File: src/rtl/pulse_gen_mc.sv
// pulse_gen_mc: multi-channel programmable pulse generator.
// Each channel accepts a trigger, waits a latched delay, then drives a pulse of
// latched length. Per-channel modes: ONESHOT, RETRIG and PERIODIC.
// Optional build macro PULSE_GEN_EDGE_EN: when defined, the trigger is the rising
// edge of en instead of its level. PERIODIC continuation always uses the en level.
module pulse_gen_mc #(
    parameter int NUM_CH    = 4,
    parameter int CNT_WIDTH = 8
) (
    input  logic                          clk,
    input  logic                          rstn,
    input  logic [NUM_CH-1:0]             en,
    input  logic [NUM_CH*CNT_WIDTH-1:0]   cfg_len,
    input  logic [NUM_CH*CNT_WIDTH-1:0]   cfg_delay,
    input  logic [2*NUM_CH-1:0]           cfg_mode,
    output logic [NUM_CH-1:0]             out_pulse,
    output logic [NUM_CH-1:0]             busy,
    output logic [NUM_CH-1:0]             done
);

    localparam logic [1:0] MODE_ONESHOT  = 2'b00;
    localparam logic [1:0] MODE_RETRIG   = 2'b01;
    localparam logic [1:0] MODE_PERIODIC = 2'b10;

    localparam logic [CNT_WIDTH-1:0] CNT_ZERO = {CNT_WIDTH{1'b0}};
    localparam logic [CNT_WIDTH-1:0] CNT_ONE  = {{(CNT_WIDTH-1){1'b0}}, 1'b1};

    typedef enum logic [1:0] {
        ST_IDLE   = 2'b00,
        ST_DELAY  = 2'b01,
        ST_ACTIVE = 2'b10
    } state_t;

    // Mode code 11 is reserved and behaves as ONESHOT.
    function automatic logic [1:0] decode_mode(input logic [1:0] raw);
        logic [1:0] res;
        case (raw)
            2'b01:   res = MODE_RETRIG;
            2'b10:   res = MODE_PERIODIC;
            default: res = MODE_ONESHOT;
        endcase
        return res;
    endfunction

    logic [NUM_CH-1:0] w_trig;

`ifdef PULSE_GEN_EDGE_EN
    logic [NUM_CH-1:0] r_en_q;

    // Delayed copy of en used to detect rising edges.
    always_ff @(posedge clk or negedge rstn) begin
        if (!rstn) begin
            r_en_q <= {NUM_CH{1'b0}};
        end else begin
            r_en_q <= en;
        end
    end

    assign w_trig = en & ~r_en_q;
`else
    assign w_trig = en;
`endif

    for (genvar g = 0; g < NUM_CH; g++) begin : g_ch
        state_t               r_state;
        logic [CNT_WIDTH-1:0] r_cnt;
        logic [CNT_WIDTH-1:0] r_len;
        logic [CNT_WIDTH-1:0] r_delay;
        logic [1:0]           r_mode;
        logic                 r_out;
        logic                 r_busy;
        logic                 r_done;

        logic [CNT_WIDTH-1:0] w_cfg_len;
        logic [CNT_WIDTH-1:0] w_cfg_delay;
        logic [1:0]           w_cfg_mode;
        logic                 w_act_last;
        logic                 w_dly_last;

        assign w_cfg_len   = cfg_len[g*CNT_WIDTH +: CNT_WIDTH];
        assign w_cfg_delay = cfg_delay[g*CNT_WIDTH +: CNT_WIDTH];
        assign w_cfg_mode  = decode_mode(cfg_mode[2*g +: 2]);
        // Latched len is never zero while DELAY/ACTIVE, so len-1 does not wrap there.
        assign w_act_last  = (r_cnt == (r_len - CNT_ONE));
        assign w_dly_last  = (r_cnt == (r_delay - CNT_ONE));

        // Per-channel FSM: IDLE -> DELAY -> ACTIVE -> IDLE with registered outputs.
        always_ff @(posedge clk or negedge rstn) begin
            if (!rstn) begin
                r_state <= ST_IDLE;
                r_cnt   <= CNT_ZERO;
                r_len   <= CNT_ZERO;
                r_delay <= CNT_ZERO;
                r_mode  <= MODE_ONESHOT;
                r_out   <= 1'b0;
                r_busy  <= 1'b0;
                r_done  <= 1'b0;
            end else begin
                case (r_state)
                    ST_IDLE: begin
                        r_done <= 1'b0;
                        r_cnt  <= CNT_ZERO;
                        if (w_trig[g] && (w_cfg_len != CNT_ZERO)) begin
                            r_len   <= w_cfg_len;
                            r_delay <= w_cfg_delay;
                            r_mode  <= w_cfg_mode;
                            r_busy  <= 1'b1;
                            if (w_cfg_delay != CNT_ZERO) begin
                                r_state <= ST_DELAY;
                                r_out   <= 1'b0;
                            end else begin
                                r_state <= ST_ACTIVE;
                                r_out   <= 1'b1;
                            end
                        end else begin
                            r_out  <= 1'b0;
                            r_busy <= 1'b0;
                        end
                    end
                    ST_DELAY: begin
                        // Triggers are ignored while waiting out the delay.
                        r_done <= 1'b0;
                        if (w_dly_last) begin
                            r_state <= ST_ACTIVE;
                            r_cnt   <= CNT_ZERO;
                            r_out   <= 1'b1;
                        end else begin
                            r_cnt <= r_cnt + CNT_ONE;
                        end
                    end
                    ST_ACTIVE: begin
                        if ((r_mode == MODE_RETRIG) && w_trig[g]) begin
                            // Retrigger wins over ending, even on the final cycle.
                            r_cnt  <= CNT_ZERO;
                            r_done <= 1'b0;
                        end else if (w_act_last) begin
                            r_done <= 1'b1;
                            r_cnt  <= CNT_ZERO;
                            if ((r_mode == MODE_PERIODIC) && en[g]) begin
                                if (r_delay != CNT_ZERO) begin
                                    r_state <= ST_DELAY;
                                    r_out   <= 1'b0;
                                end else begin
                                    r_state <= ST_ACTIVE;
                                    r_out   <= 1'b1;
                                end
                            end else begin
                                r_state <= ST_IDLE;
                                r_out   <= 1'b0;
                                r_busy  <= 1'b0;
                            end
                        end else begin
                            r_cnt  <= r_cnt + CNT_ONE;
                            r_done <= 1'b0;
                        end
                    end
                    default: begin
                        r_state <= ST_IDLE;
                        r_cnt   <= CNT_ZERO;
                        r_out   <= 1'b0;
                        r_busy  <= 1'b0;
                        r_done  <= 1'b0;
                    end
                endcase
            end
        end

        assign out_pulse[g] = r_out;
        assign busy[g]      = r_busy;
        assign done[g]      = r_done;
    end

endmodule

File: config.mk
export PLATFORM = sky130hd
export DESIGN_NAME = pulse_gen_mc
export DESIGN_NICKNAME = d
export VERILOG_FILES = /design/src/rtl/pulse_gen_mc.sv
export SDC_FILE = /design/constraint.sdc
export NUM_CORES = 1
export LEC_CHECK = 0
export CAP_MARGIN = 20
export CORE_MARGIN = 4
export CORE_UTILIZATION = 30
export DETAILED_ROUTE_END_ITERATION = 8
export SYNTH_ARGS = -nofsm -noshare
export SYNTH_HDL_FRONTEND = slang
export SYNTH_SLANG_ARGS = --single-unit
File: constraint.sdc
create_clock -name clk -period 3.6 [get_ports clk]
set_clock_uncertainty 0.05 [all_clocks]
set_input_delay 0.72 -clock clk [delete_from_list [all_inputs] [get_ports clk]]
set_output_delay 0.72 -clock clk [all_outputs]
set_load 0.03 [all_outputs]
==> results of run 1 <==
-- area by class of cell --
| type | instances | area, sq um |
|---|---|---|
| fillers | 2556 | 15900 |
| well taps | 330 | 413 |
| clock buffers | 23 | 468 |
| clock inverters | 8 | 92.6 |
| repair buffers | 96 | 966 |
| inverters | 31 | 116 |
| flip-flops and latches | 124 | 3100 |
| multi-input cells | 588 | 4360 |
-- cell families (layout without fill, tap and decap cells) --
kind of cell | Yosys count | count (layout) | synth area share (%)
AND/OR/NAND/NOR | 273 | 273 | 18.8
flip-flops | 124 | 124 | 39.8
AO/OA/AOI/OAI | 103 | 103 | 9.22
XOR/XNOR | 99 | 99 | 11.1
multiplexers | 81 | 81 | 11.6
buffers and inverters | 70 | 158 | 4.34
adder cells (fa/ha/maj) | 32 | 32 | 5.13
-- sequential cells by signal (all words and copies together), names as in the netlist --
| signal | flops |
|---|---|
| g_ch.r_mode | 8 |
| g_ch.r_state | 8 |
| g_ch.r_len | 32 |
| g_ch.r_out | 4 |
| g_ch.r_done | 4 |
| g_ch.r_busy | 4 |
| g_ch.r_delay | 32 |
| g_ch.r_cnt | 32 |
-- layer usage --
metal | global-route usage [%] | vias to the layer above
met5 | 0 | -
met4 | 3.61 | 0
met3 | 2.91 | 14
met2 | 20.0 | 112
met1 | 16.1 | 2891
li1 | - | 2938
-- power by group --
| part | internal [mW] | switching (mW) |
|---|---|---|
| clock network | 1.05 | 0.628 |
| logic | 1.64 | 1.47 |
| registers | 1.91 | 0.687 |
-- synthesized netlist by cell type, types with 10 or more instances --
cell type	count	area, sq um
nand2_1	58	218
nand3_1	36	180
dfrtp_1	124	3100
o21ai_0	17	85.1
nand2b_1	17	106
xnor2_1	61	534
inv_1	31	116
ha_1	32	400
nand3b_1	10	75.1
buf_4	14	105
nor4_1	25	156
and3_1	18	113
nor2_1	44	165
a21oi_1	23	115
mux2_2	74	833
clkbuf_1	22	82.6
xor2_1	38	333
nor3_1	20	100
-- final timing paths --
check,endpoint,slack [ps]
hold / removal,g_ch[3].r_mode[1]$_DFFE_PN0P_,320
hold reg to reg,g_ch[2].r_mode[1]$_DFFE_PN0P_,450
setup reg to reg,g_ch[3].r_state[0]$_DFFE_PN0P_,570
min in group clk,g_ch[2].r_mode[1]$_DFFE_PN0P_,450
max in group asynchronous,g_ch[1].r_done$_DFF_PN0_,2390
setup / recovery,g_ch[3].r_state[0]$_DFFE_PN0P_,570
-- critical path: cells and delay by family (launching register included) --
family | cells | cell delay (ps)
AOI/OAI and AO/OA | 3 | 690
adders and majority gates | 1 | 220
buffers and inverters | 1 | 70
DFF | 1 | 410
muxes | 1 | 360
and+or+nand+nor | 3 | 1100
-- metrics by stage --
step                      total power [mW]  hold WS (ps)
final                                 7.39           322
after global routing                  7.98           377
after CTS                             7.46           352
after detailed placement              5.74           435
after global placement                5.67           425
after floorplan                       4.98           374
==> results.cfg, run 1 <==
[run_status]
outcome = completed

[grt]
grt_pass1_wl_um = 29200
grt_pass1_vias = 5914
antenna_found_initial = 0
track_usage_pct = 12.2
grt_max_degree = 61
grt_overflow = 0

[drt]
met2WireLength_um = 8090
wire_per_inst_um = 14.3
drt-met1-wl_um = 8150
dr_wl_met3_um = 735
ant_nets = 0
drcViolationCount = 0
wl_um = 17200
top_layer = met4
vias = 5955
drt_first_iter_violations = 327
firstDrtPassIters = 5
via_per_inst = 4.96

[floorplanning]
boundaryPins = 90
die_h_um = 169
dieArea_sq_mm = 0.0287
coreArea_sq_mm = 0.0254
start_util_pct = 30.7
rows = 58
die_w_um = 169

[clock_tree]
postCtsHoldBufs = 0
clk_latency_ps = 410
cts.sinks = 124
cts_buffers = 17
htree_levels = 4
postCtsSetupBuffers = 0
clkSlewWorstSetupHoldPaths_ps = 70
cts_tree = built
cts_buffer_depth = 2
clk_root_buffer_cell = clkbuf_16
cts-resized-gates = 0

[timing]
rsz0062_at_grt = false
setup-violations-final = 0
fin_crit_ps = 3030
slew_viol_final = 0
setup_tns_ps = 0
hold_violations = 0
setup_ws_ps = 572
period_share_pct = 84.1
fmax_mhz = 330
worst-slew-pin-transition_ps = 810
max_slew_margin_pct = 46.0

[synthesis]
yosysWarnings = 0
seq_area_frac_synth_pct = 39.8
synth_nets = 892
async_flop_share_pct = 100
synth_edf_count = 0
synthCells = 782
synth-main-ff-cell = dfrtp_1
netlist_area_sq_mm = 0.00780
yosysUniqueCellTypes = 65
ys_ff_latch = 124
postSynthAreaPerCell_sq_um = 9.98

[pwr]
vdd_drop_max_uv = 356
p_per_area_mw_per_mm2 = 776
p_leak_nw = 3.97

[worst_setup_path]
critPathKind = reg2reg
crit_slowest_cell = or3b_2
crit_chain = inv_1 > ha_1 > or3b_2 > o31a_1 > nor3_1 > a21oi_1 > or3_1 > a221oi_2 > mux2_2
cp-start-kind = register
arrival_ps = 3270
worstPathRequired_ps = 3840
cpPeakStageDelay_ps = 470
critPathCaptureType = register
r2r_cells = 9
worstPathMaxFanout = 5
worstSetupStartpoint = g_ch[3].r_len[0]$_DFFE_PN0P_
r2r_start = g_ch[3].r_len[0]$_DFFE_PN0P_

[run]
drv_cap = 0

[finish]
final_cell_mix = 124 x dfrtp_1, 88 x clkdlybuf4s50_1, 74 x mux2_2
layout-drive-gt1-share_pct = 14.1
instances_no_fill = 1200
fin_nets = 968
syn2layout_area_growth_pct = 22.0
n_antenna_cell = 0
utilization_pct = 37.5
design_area_sq_mm = 0.00952
final_common_cell = dfrtp_1

[place]
place_inst = 1169
dp_hpwl_um = 12900
numPortBuffers = 89
gp_congestion = 0.810
dpl_cell_area_sq_mm = 0.00896
dp_slack_ps = 505

[min_path]
hold_path.class = in2async
(Power assumes the default switching activity.)
==> run 2: changes to the inputs <==
==> constraint.sdc (replaced) <==
create_clock -name clk -period 3.1 [get_ports clk]
set_clock_uncertainty 0.05 [all_clocks]
set_input_delay 0.62 -clock clk [delete_from_list [all_inputs] [get_ports clk]]
set_output_delay 0.62 -clock clk [all_outputs]
set_load 0.03 [all_outputs]
==> run 2 against run 1 <==
Cell area rose by 1.3%. Sequential power up 15%. Critical path type unchanged. Worst hold slack worse by 200 ps.
==> results.cfg, run 2 (synthesis results as in run 1) <==
[timing]
holdWs_ps = 126
hold_violations = 0
setup-violations-final = 0
period_share_pct = 96.0
fin_crit_ps = 2980
fmax_mhz = 336
worst-slew-pin-transition_ps = 565
max_slew_margin_pct = 62.0
slew_viol_final = 0

[drt]
via_per_inst = 4.89
wl_um = 17400
drcViolationCount = 0
drt_first_iter_violations = 229
vias = 5918
ant_nets = 0
firstDrtPassIters = 4
wire_per_inst_um = 14.4

[run_status]
outcome = completed

[finish]
n_antenna_cell = 0
layout-drive-gt1-share_pct = 15.5
reg.largest.list = g_ch.r_cnt: 32 flops, g_ch.r_delay: 32 flops, g_ch.r_len: 32 flops
fin_nets = 976
final_common_cell = dfrtp_1
utilization_pct = 38.0
final_cell_mix = 124 x dfrtp_1, 88 x clkdlybuf4s50_1, 74 x mux2_2
syn2layout_area_growth_pct = 23.6
design_area_sq_mm = 0.00965

[clock_tree]
cts-resized-gates = 0
postCtsSetupBuffers = 0
htree_levels = 4
cts_buffer_depth = 2
cts.sinks = 124
cts_tree = built
postCtsHoldBufs = 0
clk_latency_ps = 420
clk_root_buffer_cell = clkbuf_16
clkSlewWorstSetupHoldPaths_ps = 60
cts_buffers = 17

[floorplanning]
boundaryPins = 90
rows = 58
die_h_um = 169
dieArea_sq_mm = 0.0287
die_w_um = 169
coreArea_sq_mm = 0.0254
start_util_pct = 30.7

[worst_setup_path]
crit_chain = inv_1 > ha_1 > or3b_2 > o31a_1 > nor3_1 > a21oi_1 > or3_4 > a221oi_4 > mux2_2
worstPathMaxFanout = 5
critPathKind = reg2reg
critPathCaptureType = register
worstPathRequired_ps = 3340
arrival_ps = 3220
crit_slowest_cell = or3b_2
cp-start-kind = register
cpPeakStageDelay_ps = 480

[grt]
grt_pass1_vias = 6022
grt_util_met3_pct = 2.73
grt_pass1_wl_um = 29400
track_usage_pct = 12.5
met1_usage_pct = 16.5
antenna_found_initial = 0
grt_overflow = 0
grt_max_degree = 56
met2_usage_pct = 20.6
busiest_layer = met2

[place]
dpl_cell_area_sq_mm = 0.00901
numPortBuffers = 89
gp_congestion = 0.802
dp_hpwl_um = 13000

[pwr]
p_total_mw = 8.83
vdd_drop_max_uv = 472
p_leak_nw = 4.02
p_per_area_mw_per_mm2 = 915

[run]
drv_cap = 0

[min_path]
hold_path.class = in2async
[run 2: cell types whose count changed in the layout (fill, tap and decap cells not counted), sizes merged]
cell | before | now
clkinv | 5 | 2
buf | 8 | 16
clkbuf | 23 | 22
clkinvlp | 1 | 5
bufinv | 2 | 3
[run 2: stage by stage]
stage,TNS (ps),worst slack [ps],instances
after floorplan,0,269,782
after global placement,0,194,1177
after detailed placement,0,97.4,1177
after CTS,0,82.2,1209
after global routing,-20.9,-13.9,1209
final,0,124,1209
[run 2: path summary, 6_finish.rpt]
kind | startpoint | end | slack [ps] | cells after the start
max | g_ch[3].r_len[1]$_DFFE_PN0P_ | g_ch[3].r_state[0]$_DFFE_PN0P_ | 120 | 9
min in group clk | g_ch[2].r_mode[1]$_DFFE_PN0P_ | g_ch[2].r_mode[1]$_DFFE_PN0P_ | 450 | 2
max reg2reg | g_ch[3].r_len[1]$_DFFE_PN0P_ | g_ch[3].r_state[0]$_DFFE_PN0P_ | 120 | 9
min | rstn | g_ch[0].r_len[2]$_DFFE_PN0P_ | 130 | 1
max in group asynchronous | rstn | g_ch[1].r_cnt[2]$_DFF_PN0_ | 2180 | 2
min reg2reg | g_ch[2].r_mode[1]$_DFFE_PN0P_ | g_ch[2].r_mode[1]$_DFFE_PN0P_ | 450 | 2
[run 2: where the power goes]
group	internal, mW	total [mW]	switching [mW]
combinational	1.96	3.72	1.75
sequential	2.22	3.00	0.778
clock	1.35	2.12	0.768
[run 2: critical path, delay by kind of cell (launching register included)]
family | cells | cell delay [ps]
flip-flops | 1 | 400
AO/OA/AOI/OAI | 3 | 680
buffers and inverters | 1 | 60
AND/OR/NAND/NOR | 3 | 1100
multiplexers | 1 | 360
adder cells (fa/ha/maj) | 1 | 200
[run 2: cell type report]
| class | instances | area (sq um) |
|---|---|---|
| flip-flops and latches | 124 | 3100 |
| well taps | 330 | 413 |
| inverters | 31 | 116 |
| clock inverters | 10 | 138 |
| clock buffers | 22 | 484 |
| fillers | 2541 | 15800 |
| multi-input cells | 588 | 4380 |
| repair buffers | 104 | 1010 |
[run 2: routing by layer]
layer	share of wire [%]	vias to the layer above
li1	-	2962
met1	48	2843
met2	47	93
met3	3.5	20
met4	1.3	0
met5	0	-
